==> src/rtl/app_pkg.sv <==
// Shared types and default widths for the single-channel analog-memory controller.
package app_pkg;

  localparam int unsigned NCELLS_DEF = 8;
  localparam int unsigned TOT_W_DEF  = 8;
  localparam int unsigned TO_W_DEF   = 8;
  localparam int unsigned META_W_DEF = 8;

  typedef enum logic [1:0] {
    IDLE    = 2'd0,
    MEASURE = 2'd1,
    WRITE   = 2'd2,
    REARM   = 2'd3
  } state_e;

endpackage

==> src/rtl/app_1ch_amem_if.sv <==
// Cell-write bus from the channel controller to the analog memory array.
interface app_1ch_amem_if
  import app_pkg::*;
#(
  parameter int unsigned NCELLS = NCELLS_DEF,
  parameter int unsigned TOT_W  = TOT_W_DEF,
  parameter int unsigned META_W = META_W_DEF
);

  localparam int unsigned AW = (NCELLS > 1) ? $clog2(NCELLS) : 1;

  logic              wr_valid;
  logic [NCELLS-1:0] cell_sel;
  logic [AW-1:0]     wr_addr;
  logic [TOT_W-1:0]  wr_tot;
  logic [META_W-1:0] wr_meta;
  logic              wr_timeout;

  modport master (
    output wr_valid, cell_sel, wr_addr, wr_tot, wr_meta, wr_timeout
  );

  modport slave (
    input wr_valid, cell_sel, wr_addr, wr_tot, wr_meta, wr_timeout
  );

endinterface

==> src/rtl/app_sync2.sv <==
// Two-flop synchronizer with synchronous active-high reset.
module app_sync2 (
  input  logic clk,
  input  logic rst,
  input  logic d_i,
  output logic q_o
);

  logic meta_q;
  logic sync_q;

  always_ff @(posedge clk) begin
    if (rst) begin
      meta_q <= 1'b0;
      sync_q <= 1'b0;
    end else begin
      meta_q <= d_i;
      sync_q <= meta_q;
    end
  end

  assign q_o = sync_q;

endmodule

==> src/rtl/app_1ch_amem.sv <==
// One photon-processor channel: hit detection, TOT measurement with optional
// timeout, and round-robin commit of each hit into an NCELLS-deep analog memory.
module app_1ch_amem
  import app_pkg::*;
#(
  parameter int unsigned NCELLS = NCELLS_DEF,
  parameter int unsigned TOT_W  = TOT_W_DEF,
  parameter int unsigned TO_W   = TO_W_DEF,
  parameter int unsigned META_W = META_W_DEF
) (
  input  logic              clk,
  input  logic              rst_init,
  input  logic              vcomp,
  input  logic              timeout_en,
  input  logic [TO_W-1:0]   timeout_length,
  input  logic [META_W-1:0] metadata,
  input  logic              resetb_full,
  output logic              tot,
  output logic              busy,
  output logic              full,
  output logic              dropped,
  app_1ch_amem_if.master    wr
);

  localparam int unsigned AW = (NCELLS > 1) ? $clog2(NCELLS) : 1;
  localparam int unsigned CW = AW + 1;
  localparam logic [TOT_W-1:0] TOT_MAX    = '1;
  localparam logic [CW-1:0]    COUNT_FULL = CW'(NCELLS);

  state_e state_q, state_d;

  logic vcomp_s;
  logic vcomp_d_q;
  logic rise;
  logic timeout_hit;
  logic write_d;

  logic [TOT_W-1:0]  tot_cnt_q, tot_cnt_d;
  logic              to_flag_q, to_flag_d;
  logic [META_W-1:0] meta_q, meta_d;
  logic [AW-1:0]     wr_ptr_q, wr_ptr_d;
  logic [CW-1:0]     count_q, count_d;

  logic              tot_q, tot_d;
  logic              busy_q, busy_d;
  logic              full_q, full_d;
  logic              dropped_q, dropped_d;
  logic              wr_valid_q, wr_valid_d;
  logic [NCELLS-1:0] cell_sel_q, cell_sel_d;
  logic [AW-1:0]     wr_addr_q, wr_addr_d;
  logic [TOT_W-1:0]  wr_tot_q, wr_tot_d;
  logic [META_W-1:0] wr_meta_q, wr_meta_d;
  logic              wr_timeout_q, wr_timeout_d;

  app_sync2 u_sync (
    .clk (clk),
    .rst (rst_init),
    .d_i (vcomp),
    .q_o (vcomp_s)
  );

  assign rise        = vcomp_s & ~vcomp_d_q;
  assign timeout_hit = timeout_en && (timeout_length != '0) &&
                       (32'(tot_cnt_q) == 32'(timeout_length));

  // Next-state, counters, fill state and registered-output inputs
  always_comb begin
    state_d   = state_q;
    tot_cnt_d = tot_cnt_q;
    to_flag_d = to_flag_q;
    meta_d    = meta_q;
    wr_ptr_d  = wr_ptr_q;
    count_d   = count_q;
    dropped_d = 1'b0;

    unique case (state_q)
      IDLE: begin
        if (rise) begin
          if (full_q) begin
            dropped_d = 1'b1;
          end else begin
            state_d   = MEASURE;
            tot_cnt_d = TOT_W'(1);
            to_flag_d = 1'b0;
            meta_d    = metadata;
          end
        end
      end
      MEASURE: begin
        // Timeout wins over a fall arriving in the same cycle
        if (timeout_hit) begin
          state_d   = WRITE;
          to_flag_d = 1'b1;
        end else if (!vcomp_s) begin
          state_d   = WRITE;
          to_flag_d = 1'b0;
        end else if (tot_cnt_q != TOT_MAX) begin
          tot_cnt_d = tot_cnt_q + TOT_W'(1);
        end
      end
      WRITE: begin
        state_d  = REARM;
        wr_ptr_d = wr_ptr_q + AW'(1);
        count_d  = count_q + CW'(1);
      end
      REARM: begin
        if (!vcomp_s) state_d = IDLE;
      end
      default: state_d = IDLE;
    endcase

    // Fill clear overrides any pointer advance from a concurrent write
    if (!resetb_full) begin
      wr_ptr_d = '0;
      count_d  = '0;
    end

    write_d      = (state_d == WRITE);
    tot_d        = (state_d == MEASURE);
    busy_d       = (state_d != IDLE);
    full_d       = (count_d == COUNT_FULL);
    wr_valid_d   = write_d;
    cell_sel_d   = write_d ? (NCELLS'(1) << wr_ptr_q) : '0;
    wr_addr_d    = write_d ? wr_ptr_q  : wr_addr_q;
    wr_tot_d     = write_d ? tot_cnt_d : wr_tot_q;
    wr_meta_d    = write_d ? meta_d    : wr_meta_q;
    wr_timeout_d = write_d ? to_flag_d : wr_timeout_q;
  end

  always_ff @(posedge clk) begin
    if (rst_init) begin
      state_q      <= IDLE;
      vcomp_d_q    <= 1'b0;
      tot_cnt_q    <= '0;
      to_flag_q    <= 1'b0;
      meta_q       <= '0;
      wr_ptr_q     <= '0;
      count_q      <= '0;
      tot_q        <= 1'b0;
      busy_q       <= 1'b0;
      full_q       <= 1'b0;
      dropped_q    <= 1'b0;
      wr_valid_q   <= 1'b0;
      cell_sel_q   <= '0;
      wr_addr_q    <= '0;
      wr_tot_q     <= '0;
      wr_meta_q    <= '0;
      wr_timeout_q <= 1'b0;
    end else begin
      state_q      <= state_d;
      vcomp_d_q    <= vcomp_s;
      tot_cnt_q    <= tot_cnt_d;
      to_flag_q    <= to_flag_d;
      meta_q       <= meta_d;
      wr_ptr_q     <= wr_ptr_d;
      count_q      <= count_d;
      tot_q        <= tot_d;
      busy_q       <= busy_d;
      full_q       <= full_d;
      dropped_q    <= dropped_d;
      wr_valid_q   <= wr_valid_d;
      cell_sel_q   <= cell_sel_d;
      wr_addr_q    <= wr_addr_d;
      wr_tot_q     <= wr_tot_d;
      wr_meta_q    <= wr_meta_d;
      wr_timeout_q <= wr_timeout_d;
    end
  end

  assign tot           = tot_q;
  assign busy          = busy_q;
  assign full          = full_q;
  assign dropped       = dropped_q;
  assign wr.wr_valid   = wr_valid_q;
  assign wr.cell_sel   = cell_sel_q;
  assign wr.wr_addr    = wr_addr_q;
  assign wr.wr_tot     = wr_tot_q;
  assign wr.wr_meta    = wr_meta_q;
  assign wr.wr_timeout = wr_timeout_q;

endmodule

==> src/flat_wrapper.sv <==
// flat-port wrapper written by rule: the top's interface ports become plain ports
module app_1ch_amem_flat import app_pkg::*;
#(
  parameter int unsigned NCELLS = NCELLS_DEF,
  parameter int unsigned TOT_W  = TOT_W_DEF,
  parameter int unsigned TO_W   = TO_W_DEF,
  parameter int unsigned META_W = META_W_DEF
)
  (clk, rst_init, vcomp, timeout_en, timeout_length, metadata, resetb_full, tot, busy, full, dropped, wr_wr_valid, wr_cell_sel, wr_wr_addr, wr_wr_tot, wr_wr_meta, wr_wr_timeout);
  app_1ch_amem_if #(.NCELLS(NCELLS), .TOT_W(TOT_W), .META_W(META_W)) wr_i ();
  input  logic clk;
  input  logic rst_init;
  input  logic vcomp;
  input  logic timeout_en;
  input  logic [TO_W-1:0] timeout_length;
  input  logic [META_W-1:0] metadata;
  input  logic resetb_full;
  output logic tot;
  output logic busy;
  output logic full;
  output logic dropped;
  output wire logic [$bits(wr_i.wr_valid)-1:0] wr_wr_valid;
  output wire logic [$bits(wr_i.cell_sel)-1:0] wr_cell_sel;
  output wire logic [$bits(wr_i.wr_addr)-1:0] wr_wr_addr;
  output wire logic [$bits(wr_i.wr_tot)-1:0] wr_wr_tot;
  output wire logic [$bits(wr_i.wr_meta)-1:0] wr_wr_meta;
  output wire logic [$bits(wr_i.wr_timeout)-1:0] wr_wr_timeout;
  assign wr_wr_valid = wr_i.wr_valid;
  assign wr_cell_sel = wr_i.cell_sel;
  assign wr_wr_addr = wr_i.wr_addr;
  assign wr_wr_tot = wr_i.wr_tot;
  assign wr_wr_meta = wr_i.wr_meta;
  assign wr_wr_timeout = wr_i.wr_timeout;
  app_1ch_amem #(.NCELLS(NCELLS), .TOT_W(TOT_W), .TO_W(TO_W), .META_W(META_W)) u_core (.clk(clk), .rst_init(rst_init), .vcomp(vcomp), .timeout_en(timeout_en), .timeout_length(timeout_length), .metadata(metadata), .resetb_full(resetb_full), .tot(tot), .busy(busy), .full(full), .dropped(dropped), .wr(wr_i));
endmodule
==> config.mk <==
export PLATFORM = sky130hd
export DESIGN_NAME = app_1ch_amem_flat
export DESIGN_NICKNAME = d
export VERILOG_FILES = /design/src/rtl/app_pkg.sv /design/src/rtl/app_1ch_amem_if.sv /design/src/rtl/app_sync2.sv /design/src/rtl/app_1ch_amem.sv /design/src/flat_wrapper.sv
export SDC_FILE = /design/constraint.sdc
export NUM_CORES = 1
export LEC_CHECK = 0
export ABC_CLOCK_PERIOD_IN_PS = 2300
export CORE_MARGIN = 4
export CORE_UTILIZATION = 26
export CTS_CLUSTER_SIZE = 25
export DETAILED_ROUTE_END_ITERATION = 8
export GPL_TIMING_DRIVEN = 1
export PLACE_DENSITY = 0.6
export SLEW_MARGIN = 5
export SYNTH_ARGS = -nofsm -noshare
export SYNTH_HDL_FRONTEND = slang
export SYNTH_HIERARCHICAL = 1
export SYNTH_SLANG_ARGS = --single-unit
export TNS_END_PERCENT = 50
==> constraint.sdc <==
create_clock -name clk -period 2.3 [get_ports clk]
set_clock_uncertainty 0.1 [all_clocks]
set_input_delay 0.69 -clock clk [delete_from_list [all_inputs] [get_ports clk]]
set_output_delay 0.69 -clock clk [all_outputs]
set_load 0.05 [all_outputs]
==> results of run 1 <==
[stage by stage]
stage	cells	total power, mW	setup TNS (ns)
2_1_floorplan	276	2.012	-0.004043
3_3_place_gp	461	2.364	-20.79
3_5_place_dp	461	2.376	-21.94
4_1_cts	480	3.448	-0.005699
5_1_grt	482	3.642	-0.1422
6_report	482	3.442	0
[power groups by stage]
stage / logic [mW] / registers [mW] / clock network, mW
after global routing: 1.19 / 1.30 / 1.15
final: 1.10 / 1.28 / 1.07
after CTS: 1.07 / 1.28 / 1.10
after floorplan: 0.470 / 1.54 / 0
after global placement: 1.06 / 1.30 / 0
after detailed placement: 1.07 / 1.30 / 0
[worst max path at each step]
stage | start | to | slack, ns | depth (start not counted)
5_1_grt | timeout_length[0] | u_core/tot_cnt_q[0] | -0.04 | 8
3_5_place_dp | timeout_length[2] | u_core/wr.wr_tot[3] | -0.74 | 6
2_1_floorplan | timeout_length[0] | u_core/tot_cnt_q[3] | -0.002 | 5
3_3_place_gp | timeout_length[1] | u_core/wr.cell_sel[6] | -0.68 | 6
4_1_cts | timeout_length[7] | u_core/tot | -0.006 | 8
6_report | timeout_length[0] | u_core/tot_cnt_q[2] | 0.03 | 8
[per-layer routing]
metal | share of wire (%) | vias to the layer above
li1 | - | 1145
met1 | 46 | 1054
met2 | 46 | 68
met3 | 6.3 | 8
met4 | 0.94 | 0
met5 | 0 | -
[synth_stat cells, drive strengths merged (2+ instances only)]
cell    number
nand2b       5
nand3       16
or4          7
nand2        9
mux2i        9
o311ai       3
a211oi      10
nor2        23
dfxtp       61
nand4        3
a21oi       29
nand3b       2
o211ai       5
nor3b        3
nor2b        4
and4b        4
xnor2       10
inv          5
o21ai       16
buf          9
xor2         3
ha           6
clkbuf      13
nor4b        4
or3          4
[timing repair]
| item | 4_1_cts | 5_1_grt |
|---|---|---|
| gates resized for setup | 25 | 26 |
| buffers inserted | 2 | 1 |
| gates cloned | 1 | 1 |
| setup endpoints to repair | 42 | 30 |
| pin swaps | 8 | 11 |
| hold endpoints to repair | 0 | 0 |
[cells by family after synthesis]
| kind of cell | Yosys count | synth area share, % |
|---|---|---|
| adders and majority gates | 6 | 2.948 |
| buffers and inverters | 27 | 4.324 |
| and+or+nand+nor | 88 | 19.36 |
| muxes | 9 | 3.538 |
| xor gates and xnor gates | 13 | 4.472 |
| DFF | 61 | 47.96 |
| AOI/OAI and AO/OA | 72 | 17.40 |
[sequential cells by signal, indices dropped and copies added, names as in the netlist, 2 cells and up]
| signal | cells |
|---|---|
| u_core/meta_q | 8 |
| u_core/tot_cnt_q | 8 |
| u_core/wr.cell_sel | 8 |
| u_core/wr.wr_meta | 8 |
| u_core/wr.wr_tot | 8 |
| u_core/count_q | 4 |
| u_core/wr.wr_addr | 3 |
| u_core/wr_ptr_q | 3 |
| u_core/state_q | 2 |
[critical path: stages]
cell and delay [ns]:
clkbuf_2 0.10, or4_4 0.55, o211ai_4 0.22, buf_6 0.15, buf_12 0.09, o31ai_4 0.08
or4_1 0.43, a21oi_1 0.13
[area by class of cell]
class / instances / area [µm²]
fillers: 960 / 5718
multi-input cells: 188 / 1297
flip-flops and latches: 61 / 1221
repair buffers: 83 / 729.5
well taps: 129 / 161.4
clock buffers: 12 / 155.1
clock inverters: 4 / 70.07
inverters: 5 / 18.77
==> flow_summary_export.csv, run 1 <==
group,metric,value,unit
outcome,status,"finished clean",
sta,slew_headroom,66.36,%
pwr,clkPwrFrac,31.0,%
global_routing,top_usage_layer,"met2",
clock_network,clkSlewWorstSetupHoldPaths,0.07,ns
global_routing,grt_usage,12.17,%
pwr,p_switching,1.186,mW
pwr,pwr-share-seq,37.1,%
clock_network,clk_latency,0.33,ns
logic_synthesis,ys_types,40,
finish,nets,375,
clock_network,cts_inserted_buffers,9,
floorplanning,die_w,107.0,µm
routing,via_per_inst,4.720,
worst_setup_path,crit_type,"in -> reg",
worst_setup_path,cp.required,2.47,ns
logic_synthesis,yosysWarnings,6,
global_routing,grt_pass1_wl,10900,µm
placed_design,io_buffers,53,
pwr,switching_share,34.46,%
worst_setup_path,worstPathMaxFanout,5,
finish,final_cell_mix,"dfxtp_1, buf_4, a21oi_1",
floorplanning,start_util,27.17,%
sta,fin_hold_ws,0.3573,ns
logic_synthesis,ys_seq_area_share,47.96,%
global_routing,grtUsageMet1,15.35,%
pwr,power_density,942.1,nW/µm²
sta,slew_viol_final,0,
global_routing,met2_usage,19.42,%
logic_synthesis,yosys-top-cells-area,"dfxtp_1, a21oi_1, mux2i_1, xnor2_1, nor2_1",
routing,drt_iter0_drc,133,
placed_design,post-place-ws,-0.7399,ns
logic_synthesis,avgSynthCellArea,9.225,µm²
floorplanning,coreArea,9371,µm²
worst_setup_path,worstReg2RegEnd,"u_core/wr.cell_sel[1]",
logic_synthesis,synth_top_cell_by_area,"dfxtp_1",
clock_network,clk_path_buf_depth,2,
sta,finalCritPeriodShare,98.55,%
min_path,min_to,"u_core/u_sync/q_o",
clock_network,clockRootBuffer,"clkbuf_8",
clock_network,htreeDepth,3,
floorplanning,dieArea,11440,µm²
routing,wl_per_cell,14.13,µm
placed_design,post-dp-hpwl,4610,µm
floorplanning,placementRows,35,
pwr,ir_drop,0.0004502,V
routing,ant_nets,0,
global_routing,overflow,0,
logic_synthesis,ys_ff_latch,61,
worst_setup_path,critical_path.startpoint_type,"input pin",
logic_synthesis,syn_nets,303,
min_path,hold_path.class,"reg -> reg",
worst_setup_path,cp.arrival,2.43,ns
global_routing,grtUsageMet3,4.455,%
logic_synthesis,yosysTopAreaCellShare,47.96,%
finish,drive_gt1_share,23.23,%
finish,final_cell_area,3654,µm²
min_path,min_path_cells,1,
finish,fin_util,38.99,%
routing,wirelength,6813,µm
sta,fin_ws,0.03340,ns
worst_setup_path,worstReg2RegStart,"u_core/tot_cnt_q[3]",
logic_synthesis,synthCells,276,
routing,vias,2275,
worst_setup_path,reg2reg_slack,0.28,ns
logic_synthesis,async_flop_share,0,%
routing,drc_errors,0,
floorplanning,pin_count,54,
pwr,p_int,2.256,mW
logic_synthesis,synth-edff-count,0,
sta,layout_min_cycle_time,2.267,ns
logic_synthesis,synth_ff_type,"dfxtp_1",
pwr,p_leak,1.488,nW
sta,rsz0062_at_grt,"yes",
floorplanning,fp.dieH,107.0,µm
sta,hold_viol,0,
min_path,hp-start,"u_core/u_sync/meta_q",
finish,antenna_cells,0,
run,cap_violations,0,
logic_synthesis,syn_area,2546,µm²
finish,final_common_cell,"dfxtp_1",
clock_network,postCtsHoldBufs,0,
worst_setup_path,r2r_cells,7,
placed_design,gp_congestion,0.7736,
routing,first_pass_iters,4,
sta,worst_slew_pin_slew,0.5037,ns
placed_design,postPlaceCellArea,3322,µm²
global_routing,grt_pass1_vias,2212,
finish,syn_to_final_growth,43.49,%
global_routing,antenna_found_initial,0,
clock_network,cts_sinks,61,
worst_setup_path,endpoint_kind,"flop",
pwr,combPwrFrac,31.9,%
sta,fmax,441.2,MHz
clock_network,cts_tree,"built",
sta,setup_viol,0,
global_routing,grt_max_degree,49,
(Power assumes the default switching activity.)
==> inputs of run 2 (changes only) <==
--- a/config.mk
+++ b/config.mk
@@ -7,11 +7,11 @@
 export LEC_CHECK = 0
 export ABC_CLOCK_PERIOD_IN_PS = 2300
 export CORE_MARGIN = 4
-export CORE_UTILIZATION = 26
+export CORE_UTILIZATION = 45
 export CTS_CLUSTER_SIZE = 25
 export DETAILED_ROUTE_END_ITERATION = 8
 export GPL_TIMING_DRIVEN = 1
-export PLACE_DENSITY = 0.6
+export PLACE_DENSITY = 0.87
 export SLEW_MARGIN = 5
 export SYNTH_ARGS = -nofsm -noshare
 export SYNTH_HDL_FRONTEND = slang
==> flow_summary_export.csv, run 2 (synthesis results as in run 1) <==
group,metric,value,unit
outcome,status,"finished clean",
routing,wirelength,6355,µm
floorplanning,dieArea,6926,µm²
sta,rsz0062_at_grt,"yes",
clock_network,cts_tree,"built",
finish,drive_gt1_share,18.86,%
global_routing,grt_pass1_vias,2231,
min_path,hold_path.class,"reg -> reg",
finish,final_cell_area,3528,µm²
clock_network,clk_latency,0.33,ns
clock_network,clk_path_buf_depth,2,
placed_design,post-dp-hpwl,4133,µm
clock_network,htreeDepth,3,
floorplanning,fp.dieH,83.22,µm
pwr,p_int,2.040,mW
placed_design,io_buffers,53,
pwr,p_switching,1.135,mW
placed_design,gp_congestion,0.8084,
worst_setup_path,path_buf_inv,2,
worst_setup_path,endpoint_kind,"flop",
finish,final_common_cell,"dfxtp_1",
worst_setup_path,max_stage_delay,0.55,ns
routing,via_per_inst,5.427,
routing,ant_nets,0,
sta,layout_min_cycle_time,2.257,ns
sta,slew_headroom,65.94,%
sta,finalCritPeriodShare,98.12,%
routing,first_pass_iters,4,
placed_design,postPlaceCellArea,3249,µm²
worst_setup_path,path_cells,"clkbuf_2 -> or4_4 -> o211ai_4 -> buf_6 -> nor3_4 -> or4_1 -> a21oi_2",
sta,fmax,443.1,MHz
worst_setup_path,cp.required,2.47,ns
floorplanning,coreArea,5507,µm²
finish,syn_to_final_growth,38.57,%
worst_setup_path,worstPathMaxFanout,4,
global_routing,antenna_found_initial,0,
sta,setup_viol,0,
sta,fin_tns_setup,0,ns
clock_network,cts_inserted_buffers,9,
worst_setup_path,crit_family,"simple AND/OR/NAND/NOR gates",
sta,slew_viol_final,0,
floorplanning,die_w,83.22,µm
routing,drc_errors,0,
worst_setup_path,cp_slowest_cell,"or4_4",
routing,drt_iter0_drc,178,
pwr,p_leak,1.482,nW
pwr,ir_drop,0.0006123,V
clock_network,postCtsHoldBufs,0,
finish,final_cell_mix,"dfxtp_1, buf_4, a21oi_1",
floorplanning,pin_count,54,
global_routing,grt_max_degree,57,
finish,antenna_cells,0,
floorplanning,placementRows,27,
finish,nets,372,
clock_network,cts_sinks,61,
pwr,total_power,3.175,mW
routing,wl_per_cell,15.06,µm
worst_setup_path,critical_path.startpoint_type,"input pin",
pwr,clkPwrFrac,25.9,%
global_routing,overflow,0,
pwr,pwr-share-seq,40.4,%
global_routing,grt_usage,18.00,%
sta,hold_viol,0,
pwr,combPwrFrac,33.8,%
pwr,switching_share,35.75,%
clock_network,clockRootBuffer,"clkbuf_8",
finish,fillCellCount,450,
routing,vias,2290,
floorplanning,start_util,46.24,%
global_routing,grt_pass1_wl,10220,µm
sta,worst_slew_pin_slew,0.5093,ns
run,cap_violations,0,
worst_setup_path,cp.arrival,2.43,ns
clock_network,clkSlewWorstSetupHoldPaths,0.06,ns
pwr,power_density,899.9,nW/µm²
worst_setup_path,crit_type,"in -> reg",
[run 2: cell count changes in the layout (fill, tap and decap cells not counted), sizes merged]
| cell | change |
|---|---|
| dlygate4sd2 | -4 |
| clkinv | -1 |
| clkbuf | -2 |
| dlymetal6s2s | +5 |
| bufinv | -2 |
| clkdlybuf4s50 | +8 |
| buf | -7 |
[run 2: final timing paths]
check	start	to	slack [ns]	depth (start not counted)
max reg2reg	u_core/tot_cnt_q[3]	u_core/state_q[0]	0.31	8
min reg2reg	u_core/u_sync/meta_q	u_core/u_sync/q_o	0.34	1
max	timeout_length[2]	u_core/tot_cnt_q[4]	0.04	7
min	u_core/u_sync/meta_q	u_core/u_sync/q_o	0.34	1
[run 2: layout make-up]
cell class,instances,area (µm²),area share (%)
multi-input cells,188,1292,36.63
flip-flops and latches,61,1221,34.61
repair buffers,80,734.5,20.82
clock buffers,15,166.4,4.716
well taps,72,90.09,2.553
inverters,5,18.77,0.5319
clock inverters,1,5.005,0.1418
[run 2: worst register-to-register path, stage by stage, from the launching register on]
cell and delay (ns):
dfxtp_1 0.34, xnor2_1 0.26, o211ai_4 0.15, buf_6 0.14
buf_4 0.12, buf_4 0.12, or3_1 0.34, a21o_1 0.19
o2bb2ai_1 0.11
[run 2: routing by layer]
layer | global-route usage, % | vias up | wire [µm]
met5 | 0 | - | 0
met4 | 8.172 | 0 | 180
met3 | 5.357 | 19 | 357
met2 | 30.76 | 77 | 3123
met1 | 20.59 | 1067 | 2694
li1 | - | 1127 | -
[run 2: timing repair]
item | CTS | global route
setup endpoints to repair | 38 | 37
buffers inserted | 3 | 1
gates resized for setup | 35 | 22
pin swaps | 5 | 10
[run 2: per-stage QoR]
stage               hold slack [ns]  utilization, %  worst slack [ns]  instances
finish                       0.3394           64.08           0.04322        422
global route                 0.3543           64.08          -0.03119        422
CTS                          0.3376           62.85          0.003453        421
detailed placement           0.3233           59.01           -0.7635        402
global placement             0.3281           59.01           -0.6685        402
floorplan                    0.3138               -         -0.002048        276
[run 2: power groups by stage]
stage	registers [mW]	logic, mW	clock network (mW)
2_1_floorplan	1.54	0.470	0
3_3_place_gp	1.30	1.04	0
3_5_place_dp	1.31	1.05	0
4_1_cts	1.29	1.07	0.848
5_1_grt	1.30	1.15	0.898
6_report	1.28	1.07	0.821
